`config.mk`:
```
export PLATFORM = sky130hd
export DESIGN_NAME = spi_reg_bridge
export DESIGN_NICKNAME = d
export VERILOG_FILES = /design/src/rtl/spi_reg_bridge_pkg.sv /design/src/rtl/spi_reg_bridge_sync_edge.sv /design/src/rtl/spi_reg_bridge.sv
export SDC_FILE = /design/constraint.sdc
export NUM_CORES = 1
export LEC_CHECK = 0
export ABC_AREA = 1
export CAP_MARGIN = 10
export CELL_PAD_IN_SITES_DETAIL_PLACEMENT = 1
export CELL_PAD_IN_SITES_GLOBAL_PLACEMENT = 2
export CORE_MARGIN = 10
export CORE_UTILIZATION = 38
export CTS_BUF_LIST = sky130_fd_sc_hd__clkbuf_2 sky130_fd_sc_hd__clkbuf_4 sky130_fd_sc_hd__clkbuf_8
export DETAILED_ROUTE_END_ITERATION = 7
export GPL_TIMING_DRIVEN = 0
export PLACE_DENSITY_LB_ADDON = 0.1
export SETUP_SLACK_MARGIN = 0.4
export SYNTH_ARGS = -nofsm -noshare
export SYNTH_HDL_FRONTEND = slang
export SYNTH_HIERARCHICAL = 1
export SYNTH_SLANG_ARGS = --single-unit
```
`constraint.sdc`:
```
create_clock -name SYS_CLK -period 2.3 [get_ports SYS_CLK]
set_input_delay 0.23 -clock SYS_CLK [delete_from_list [all_inputs] [get_ports SYS_CLK]]
set_output_delay 0.23 -clock SYS_CLK [all_outputs]
set_load 0.05 [all_outputs]
```
`src/rtl/spi_reg_bridge_pkg.sv`:
```
// Shared types and constants for the SPI-to-register-bus bridge.
package spi_reg_bridge_pkg;

   typedef enum logic [1:0] {
      IDLE = 2'd0,
      ADDR = 2'd1,
      DATA = 2'd2,
      DONE = 2'd3
   } state_e;

   localparam int FRAME_BITS_DEF = 16;
   localparam int ADDR_BITS      = 8;
   localparam int RW_BIT         = 7;
   localparam int CNT_W          = $clog2(FRAME_BITS_DEF + 1);

   function automatic logic [7:0] shift_in(input logic [7:0] sr, input logic bit_in);
      return {sr[6:0], bit_in};
   endfunction

endpackage

```
`src/rtl/spi_reg_bridge_sync_edge.sv`:
```
// Multi-flop synchroniser for an asynchronous pin, with one-cycle rise/fall pulses.
module sync_edge #(
   parameter int STAGES = 2
) (
   input  logic clk,
   input  logic rst_n,
   input  logic d,
   output logic rise,
   output logic fall
);

   logic [STAGES-1:0] sync_q;
   logic [STAGES-1:0] sync_d;
   logic              prev_q;
   logic              prev_d;

   // Next value of the synchroniser chain and the edge-history flop.
   always_comb begin
      sync_d = {sync_q[STAGES-2:0], d};
      prev_d = sync_q[STAGES-1];
   end

   // Synchroniser and history registers.
   always_ff @(posedge clk or negedge rst_n) begin
      if (!rst_n) begin
         sync_q <= {STAGES{1'b0}};
         prev_q <= 1'b0;
      end else begin
         sync_q <= sync_d;
         prev_q <= prev_d;
      end
   end

   assign rise = sync_q[STAGES-1] & ~prev_q;
   assign fall = ~sync_q[STAGES-1] & prev_q;

endmodule

```
`src/rtl/spi_reg_bridge.sv`:
```
// Oversampled mode-0 SPI slave that turns address/data frames into single-cycle
// register writes and read strobes, returning read data on MISO.
module spi_reg_bridge
   import spi_reg_bridge_pkg::*;
#(
   parameter int SYNC_STAGES = 2,
   parameter int FRAME_BITS  = FRAME_BITS_DEF
) (
   input  logic       SYS_CLK,
   input  logic       RST_N,
   input  logic       SPI_SCK,
   input  logic       SPI_CS_N,
   input  logic       SPI_MOSI,
   output logic       SPI_MISO,
   output logic [7:0] addr,
   output logic [7:0] data_in,
   output logic       we,
   output logic       re,
   input  logic [7:0] rd_data,
   output logic       frame_err
);

   logic sck_rise_s;
   logic sck_fall_s;
   logic cs_rise_s;
   logic cs_fall_s;
   logic mosi_s;

   logic [SYNC_STAGES-1:0] mosi_sync_q;
   logic [SYNC_STAGES-1:0] mosi_sync_d;

   state_e           state_q,     state_d;
   logic [CNT_W-1:0] bit_cnt_q,   bit_cnt_d;
   logic [7:0]       sr_q,        sr_d;
   logic [7:0]       sr_next_s;
   logic             rw_q,        rw_d;
   logic [7:0]       addr_q,      addr_d;
   logic [7:0]       data_in_q,   data_in_d;
   logic             we_q,        we_d;
   logic             re_q,        re_d;
   logic             load_q,      load_d;
   logic [7:0]       tx_sr_q,     tx_sr_d;
   logic             miso_q,      miso_d;
   logic             frame_err_q, frame_err_d;

   sync_edge #(.STAGES(SYNC_STAGES)) u_sck_sync (
      .clk   (SYS_CLK),
      .rst_n (RST_N),
      .d     (SPI_SCK),
      .rise  (sck_rise_s),
      .fall  (sck_fall_s)
   );

   sync_edge #(.STAGES(SYNC_STAGES)) u_cs_sync (
      .clk   (SYS_CLK),
      .rst_n (RST_N),
      .d     (SPI_CS_N),
      .rise  (cs_rise_s),
      .fall  (cs_fall_s)
   );

   // MOSI only needs the same latency as SCK so it lines up with the rise pulse.
   always_comb begin
      mosi_sync_d = {mosi_sync_q[SYNC_STAGES-2:0], SPI_MOSI};
   end

   assign mosi_s    = mosi_sync_q[SYNC_STAGES-1];
   assign sr_next_s = shift_in(sr_q, mosi_s);

   // Frame sequencing, bus strobes and MISO shifting.
   always_comb begin
      state_d     = state_q;
      bit_cnt_d   = bit_cnt_q;
      sr_d        = sr_q;
      rw_d        = rw_q;
      addr_d      = addr_q;
      data_in_d   = data_in_q;
      tx_sr_d     = load_q ? rd_data : tx_sr_q;
      miso_d      = miso_q;
      we_d        = 1'b0;
      re_d        = 1'b0;
      load_d      = re_q;
      frame_err_d = 1'b0;

      case (state_q)
         IDLE: begin
            miso_d = 1'b0;
            if (cs_fall_s) begin
               state_d   = ADDR;
               bit_cnt_d = {CNT_W{1'b0}};
               sr_d      = 8'h00;
            end else begin
               state_d   = IDLE;
            end
         end
         ADDR: begin
            miso_d = 1'b0;
            if (cs_rise_s) begin
               frame_err_d = 1'b1;
               state_d     = IDLE;
            end else if (sck_rise_s) begin
               sr_d      = sr_next_s;
               bit_cnt_d = bit_cnt_q + {{(CNT_W-1){1'b0}}, 1'b1};
               if (bit_cnt_q == CNT_W'(ADDR_BITS - 1)) begin
                  addr_d  = {1'b0, sr_next_s[6:0]};
                  rw_d    = sr_next_s[RW_BIT];
                  re_d    = sr_next_s[RW_BIT];
                  tx_sr_d = 8'h00;
                  state_d = DATA;
               end else begin
                  state_d = ADDR;
               end
            end else begin
               state_d = ADDR;
            end
         end
         DATA: begin
            if (cs_rise_s) begin
               frame_err_d = 1'b1;
               miso_d      = 1'b0;
               state_d     = IDLE;
            end else if (sck_rise_s) begin
               sr_d      = sr_next_s;
               bit_cnt_d = bit_cnt_q + {{(CNT_W-1){1'b0}}, 1'b1};
               if (bit_cnt_q == CNT_W'(FRAME_BITS - 1)) begin
                  if (!rw_q) begin
                     data_in_d = sr_next_s;
                     we_d      = 1'b1;
                  end else begin
                     data_in_d = data_in_q;
                  end
                  miso_d  = 1'b0;
                  state_d = DONE;
               end else begin
                  state_d = DATA;
               end
            end else if (sck_fall_s) begin
               miso_d  = tx_sr_q[7];
               tx_sr_d = {tx_sr_q[6:0], 1'b0};
            end else begin
               state_d = DATA;
            end
         end
         DONE: begin
            miso_d = 1'b0;
            if (cs_rise_s) begin
               state_d = IDLE;
            end else begin
               state_d = DONE;
            end
         end
         default: begin
            miso_d  = 1'b0;
            state_d = IDLE;
         end
      endcase
   end

   // All frame state and registered outputs.
   always_ff @(posedge SYS_CLK or negedge RST_N) begin
      if (!RST_N) begin
         mosi_sync_q <= {SYNC_STAGES{1'b0}};
         state_q     <= IDLE;
         bit_cnt_q   <= {CNT_W{1'b0}};
         sr_q        <= 8'h00;
         rw_q        <= 1'b0;
         addr_q      <= 8'h00;
         data_in_q   <= 8'h00;
         we_q        <= 1'b0;
         re_q        <= 1'b0;
         load_q      <= 1'b0;
         tx_sr_q     <= 8'h00;
         miso_q      <= 1'b0;
         frame_err_q <= 1'b0;
      end else begin
         mosi_sync_q <= mosi_sync_d;
         state_q     <= state_d;
         bit_cnt_q   <= bit_cnt_d;
         sr_q        <= sr_d;
         rw_q        <= rw_d;
         addr_q      <= addr_d;
         data_in_q   <= data_in_d;
         we_q        <= we_d;
         re_q        <= re_d;
         load_q      <= load_d;
         tx_sr_q     <= tx_sr_d;
         miso_q      <= miso_d;
         frame_err_q <= frame_err_d;
      end
   end

   assign SPI_MISO  = miso_q;
   assign addr      = addr_q;
   assign data_in   = data_in_q;
   assign we        = we_q;
   assign re        = re_q;
   assign frame_err = frame_err_q;

endmodule

```
Yosys cells after proc, flatten, opt, wreduce, memory -nomap -nowiden
Index checks and enable logic that the tools add are counted.
{ "totals": {"in_bits": 13, "word_cells": 89, "register_bits": 51, "out_inout_bits": 20} }
{ "op_classes": {"n_bitwise": 10, "n_addsub": 1, "eq_ne": 11, "mux": 42, "n_reduce_logical": 8} }
{ "ops": {"columns": ["op", "n"], "rows": [
  ["$mux 8", 7],
  ["$mux 7", 3],
  ["$mux 1", 17],
  ["$pmux 8 s2", 1],
  ["$mux 5", 3],
  ["$mux 2", 7],
  ["$pmux 7 s2", 1],
  ["$ne 4x4->1 const B", 3],
  ["$pmux 5 s2", 1],
  ["$pmux 2 s4", 1],
  ["$reduce_and 4->1", 2],
  ["$not 1->1", 6],
  ["$add 5x1->5 const B", 1],
  ["$eq 5x3->1 const B", 1],
  ["$eq 5x4->1 const B", 1],
  ["$reduce_and 5->1", 1],
  ["$and 1x1->1", 4],
  ["$eq 2x2->1 const B", 2],
  ["$ne 2x2->1 const B", 2],
  ["$reduce_or 3->1", 1],
  ["$eq 2x1->1 const B", 1],
  ["$logic_not 2->1", 1],
  ["$ne 2x1->1 const B", 1],
  ["$pmux 1 s2", 1],
  ["3 further kinds", 3]
]} }

Longest topological paths before layout
{ "logic_depth": {"ltp_word": 6, "mapped_depth": 10, "depth_no_buf": 10} }

Cells and area by module
Netlist, hierarchy kept.
{ "by_module_without_submodules": {"columns": ["mod", "instances", "seq_area_each_um2", "cells_per_inst", "area_per_inst_um2"], "rows": [
  ["spi_reg_bridge", 1, 1126.1, 219, 2129.5],
  ["sync_edge", 2, 75.1, 7, 90.1]
]} }

Worst setup path after synthesis
Ideal clock, no wire load.
{ "synth_timing": {"kind": "register to register", "startpoint": "register state_q[0]", "endpoint": "register sr_q[1]", "t_arrival_ns": 1.450, "setup_time_ns": 0.122, "path_buffers": 2, "path_slack_ns": 0.728, "stages_incl_launch_ff": 11, "period_less_slack_ns": 1.572, "t_required_ns": 2.178, "cell_sequence": "dfrtp_1 inv_1 ha_1 buf_6 nand2_1 o21ai_4 nor2_8 inv_2 buf_6 nand2_1 o21ai_1"} }
{ "synth_between": {"elab_chain_cells": 4, "word_cells_on_any_way": 10, "cone_classes": "eq/ne (5); mux (1); reduce/logical (4)"} }
{ "synth_rtl": {"columns": ["item", "line", "source"], "rows": [
  ["from (decl)", "spi_reg_bridge.sv:32", "state_e state_q, state_d;"],
  ["from (signal assigned)", "spi_reg_bridge.sv:177", "state_q <= state_d;"],
  ["$eq 2x2->1 / $eq 2x1->1 (equally long branches)", "spi_reg_bridge.sv:85", "case (state_q)"],
  ["$reduce_or 2->1 (no source line)", null, null],
  ["$ne 2x2->1 (no source line), or another cell as far along", null, null],
  ["$reduce_and 4->1 (no source line)", null, null],
  ["to (signal assigned)", "spi_reg_bridge.sv:179", "sr_q <= sr_d;"],
  ["to (decl)", "spi_reg_bridge.sv:34", "logic [7:0] sr_q, sr_d;"]
]} }
Several ways; a longest one is shown, not always the timed one.
A chain may end at the register's enable or synchronous reset.

Worst setup path after layout
{ "layout_timing": {"startpoint": "register state_q[1]", "endpoint": "register sr_q[3]"} }
Same word-level chain as after synthesis.

==> reports/results.tsv <==
stage	metric	value	unit
sta	Max Slew Vio Count	0	
worst_setup_path	CP max-delay cell	dfrtp_1	
sta	Setup TNS	0	ps
placement	GPL Wtd Cong	0.725	
sta	Relative slew margins	64.8	%
layout	fraction of layout cells with a size suffix above 1	20.1	%
clock_tree	clk_lat worst skew	310	ps
grt	vias in the first global route	1839	
clock_tree	CTS Buffer Depth	2	
grt	total track usage	11.1	%
clock_tree	clock tree from TritonCTS	yes	
layout	Non-Filler Instances	354	
worst_setup_path	Worst Path Arrival	1940	ps
synthesis	number of distinct library cells after synthesis	30	
worst_setup_path	Cell Chain, Critical Path	inv_1 > ha_1 > buf_6 > nand2_1 > o21ai_4 > nor2_8 > inv_2 > buf_6 > nand2_1 > o21ai_1	
status	status	completed	
sta	actual slew at the worst max-slew pin	528	ps
floorplanning	die area	9600	um2
sta	unrepaired setup endpoints after global routing	no	
detailed_routing	DRC	0	
detailed_routing	drt via density	4.71	
layout	fill count	676	
detailed_routing	routed length per instance	14.7	um
grt	global-route wire length before repair	8930	um
synthesis	Cells after Synth	233	
floorplanning	row count	28	
worst_setup_path	max incr delay on CP	440	ps
clock_tree	Clock Pin Slew Worst Setup and Hold Paths	100	ps
hold_path	HP Class	input pin to flop	
pwr	PD cells	774	nW/um2
clock_tree	total CTS buffers	5	
floorplanning	Die W	98.0	um
layout	Nets	299	
clock_tree	root buf cell	clkbuf_8	
sta	Final Hold Viols	0	
detailed_routing	Routed Wire Length	5200	um
detailed_routing	TritonRoute pass-1 iters	4	
clock_tree	CTS H-tree depth	2	
synthesis	Seq cells post-synth	51	
worst_setup_path	delay-heaviest family, CP	buffers and inverters	
grt	initial antenna violation count	0	
floorplanning	initial core utilization	39.0	%
synthesis	post-synthesis net count	254	
worst_setup_path	Critical Path End Type	flop	
placement	I/O Buffers	31	
sta	Achievable Freq	0.574	GHz
worst_setup_path	Worst Path Buf+Inv	4	
layout	Antenna diodes	0	
floorplanning	Die Span Y	98.0	um
sta	clock skew	6.69	ps
grt	largest net degree at the start of global routing	31	
synthesis	syn avg cell area	9.91	um2
sta	Final Cycle Share	75.7	%
synthesis	mapped cell area	2310	um2
placement	placed insts	340	
grt	total grt overflow	0	
sta	Setup-failing EPs final	0	
detailed_routing	Vias	1666	
floorplanning	Core Box Area	5920	um2
synthesis	sequential area share after synthesis	55.3	%
floorplanning	I/O pin count	33	
layout	synthesis-to-finish area growth	26.1	%
worst_setup_path	crit-path max FO	10	
detailed_routing	antenna viol nets, final	0	
worst_setup_path	worst endpoint required time	2500	ps
synthesis	warning count from the yosys run	6	
sta	fin crit period	1740	ps
worst_setup_path	WS Path Type	flop to flop	
pwr	worst vdd ir	0.000308	V
detailed_routing	drt first-iter violations	52	
clock_tree	CTS sink cnt	51	
flow_run	Max-cap violations	0	
placement	Post-DP HPWL	3670	um
pwr	P_leak	1.38	nW
worst_setup_path	nature of the critical path startpoint	flop	
## path summary, 6_finish.rpt
path                                               start                        endpoint  slack (ps)  cells after the start
setup / recovery                  state_q[1]$_DFFE_PN0P_             sr_q[3]$_DFFE_PN0P_         560                     10
min in group asynchronous                          RST_N  u_sck_sync/sync_q[0]$_DFF_PN0_         420                      2
hold / removal                                  SPI_MOSI        mosi_sync_q[0]$_DFF_PN0_         350                      1
max in group asynchronous                          RST_N                    re$_DFF_PN0_        1340                      3
hold reg to reg            u_cs_sync/sync_q[0]$_DFF_PN0_   u_cs_sync/sync_q[1]$_DFF_PN0_         360                      0
setup reg to reg                  state_q[1]$_DFFE_PN0P_             sr_q[3]$_DFFE_PN0P_         560                     10
## per-stage QoR
| step | hold slack, ps | power [mW] | setup WS, ps | util, % | instance area [um2] |
|---|---|---|---|---|---|
| floorplan | -65.6 | 1.42 | 728 | - | 2310 |
| global placement | 333 | 1.56 | -632 | 45.8 | 2710 |
| detailed placement | 249 | 1.57 | 418 | 46.1 | 2730 |
| CTS | 343 | 2.25 | 423 | 48.4 | 2860 |
| global route | 360 | 2.40 | 407 | 49.2 | 2910 |
| finish | 347 | 2.25 | 558 | 49.2 | 2910 |
## synthesized netlist by cell type
cell type | count | area (um2)
o21ai_2 | 9 | 78.8
mux2i_1 | 1 | 10.0
inv_1 | 24 | 90.1
nand2_1 | 64 | 240
nor2_4 | 1 | 11.3
conb_1 | 1 | 3.75
o21ai_1 | 16 | 80.1
nor2_1 | 9 | 33.8
clkbuf_2 | 1 | 5.00
xor2_1 | 1 | 8.76
o21ai_0 | 3 | 15.0
nand3_4 | 1 | 17.5
nor2_2 | 2 | 12.5
buf_6 | 3 | 33.8
nand3_2 | 2 | 20.0
buf_4 | 1 | 7.51
buf_2 | 1 | 5.00
nor2_8 | 1 | 20.0
or2_2 | 1 | 6.26
ha_1 | 8 | 100
a21oi_2 | 1 | 8.76
nand4_1 | 1 | 6.26
nor3_4 | 1 | 16.3
nand3_1 | 9 | 45.0
nand2_2 | 5 | 31.3
mux2_2 | 7 | 78.8
o21ai_4 | 1 | 16.3
inv_2 | 3 | 11.3
a21oi_1 | 4 | 20.0
dfrtp_1 | 51 | 1280
## sequential cells by signal (all words and copies together) (netlist names)
signal	flops
re	1
state_q	2
SPI_MISO	1
u_sck_sync/sync_q	2
u_cs_sync/sync_q	2
u_sck_sync/prev_q	1
rw_q	1
load_q	1
tx_sr_q	8
mosi_sync_q	2
we	1
sr_q	7
bit_cnt_q	5
frame_err	1
u_cs_sync/prev_q	1
data_in	8
addr	7
## kinds of logic (layout without fill, tap and decap cells)
logic type      after synthesis  count (layout)  share of synthesized area (%)
simple gates                 97              97                           19.9
flops                        51              51                           55.3
compound gates               34              34                           9.48
buf+inv                      33              79                           6.61
fa+ha+maj                     8               8                           4.33
mux                           8               8                           3.85
other cells                   1               1                          0.162
xor+xnor                      1               1                          0.379
## cell type report
cell class | count | area (um2) | share of cell area [%]
multi-input cells | 149 | 888 | 30.5
plain buffers | 6 | 57.6 | 1.98
flip-flops and latches | 51 | 1280 | 43.8
well taps | 75 | 93.8 | 3.22
clock inverters | 2 | 38.8 | 1.33
inverters | 27 | 101 | 3.48
repair buffers | 38 | 373 | 12.8
clock buffers | 6 | 82.6 | 2.84
## placed cells by master, fill, tap and decap left out, drive strengths merged
cell / n
or2: 1
nor3: 1
nor2: 13
mux2: 7
inv: 28
buf: 12
dlygate4sd3: 1
o21ai: 29
nand2: 69
clkdlybuf4s50: 30
nand4: 1
a21oi: 5
nand3: 12
xor2: 1
ha: 8
dfrtp: 51
bufinv: 1
clkbuf: 7
conb: 1
mux2i: 1
## metal layers
layer / wire [um] / up-vias / global-route usage [%]
met1: 2380 / 810 / 13.7
met2: 2510 / 26 / 18.1
met4: 72 / 0 / 3.36
li1: - / 821 / -
met3: 241 / 9 / 3.52
met5: 0 / - / 0
## repair_timing
action | 4_1_cts | 5_1_grt
buffers inserted | 0 | 5
gates resized for setup | 1 | 2
hold buffers | 1 | 0
setup endpoints to repair | 1 | 11
endpoints found under the hold margin | 21 | 0
## power breakdown
| group | switching (mW) | total (mW) | internal [mW] |
|---|---|---|---|
| clock | 0.318 | 0.676 | 0.358 |
| combinational | 0.364 | 0.581 | 0.217 |
| sequential | 0.0395 | 0.997 | 0.957 |
| total | 0.721 | 2.25 | 1.53 |
(Power assumes the default switching activity.)
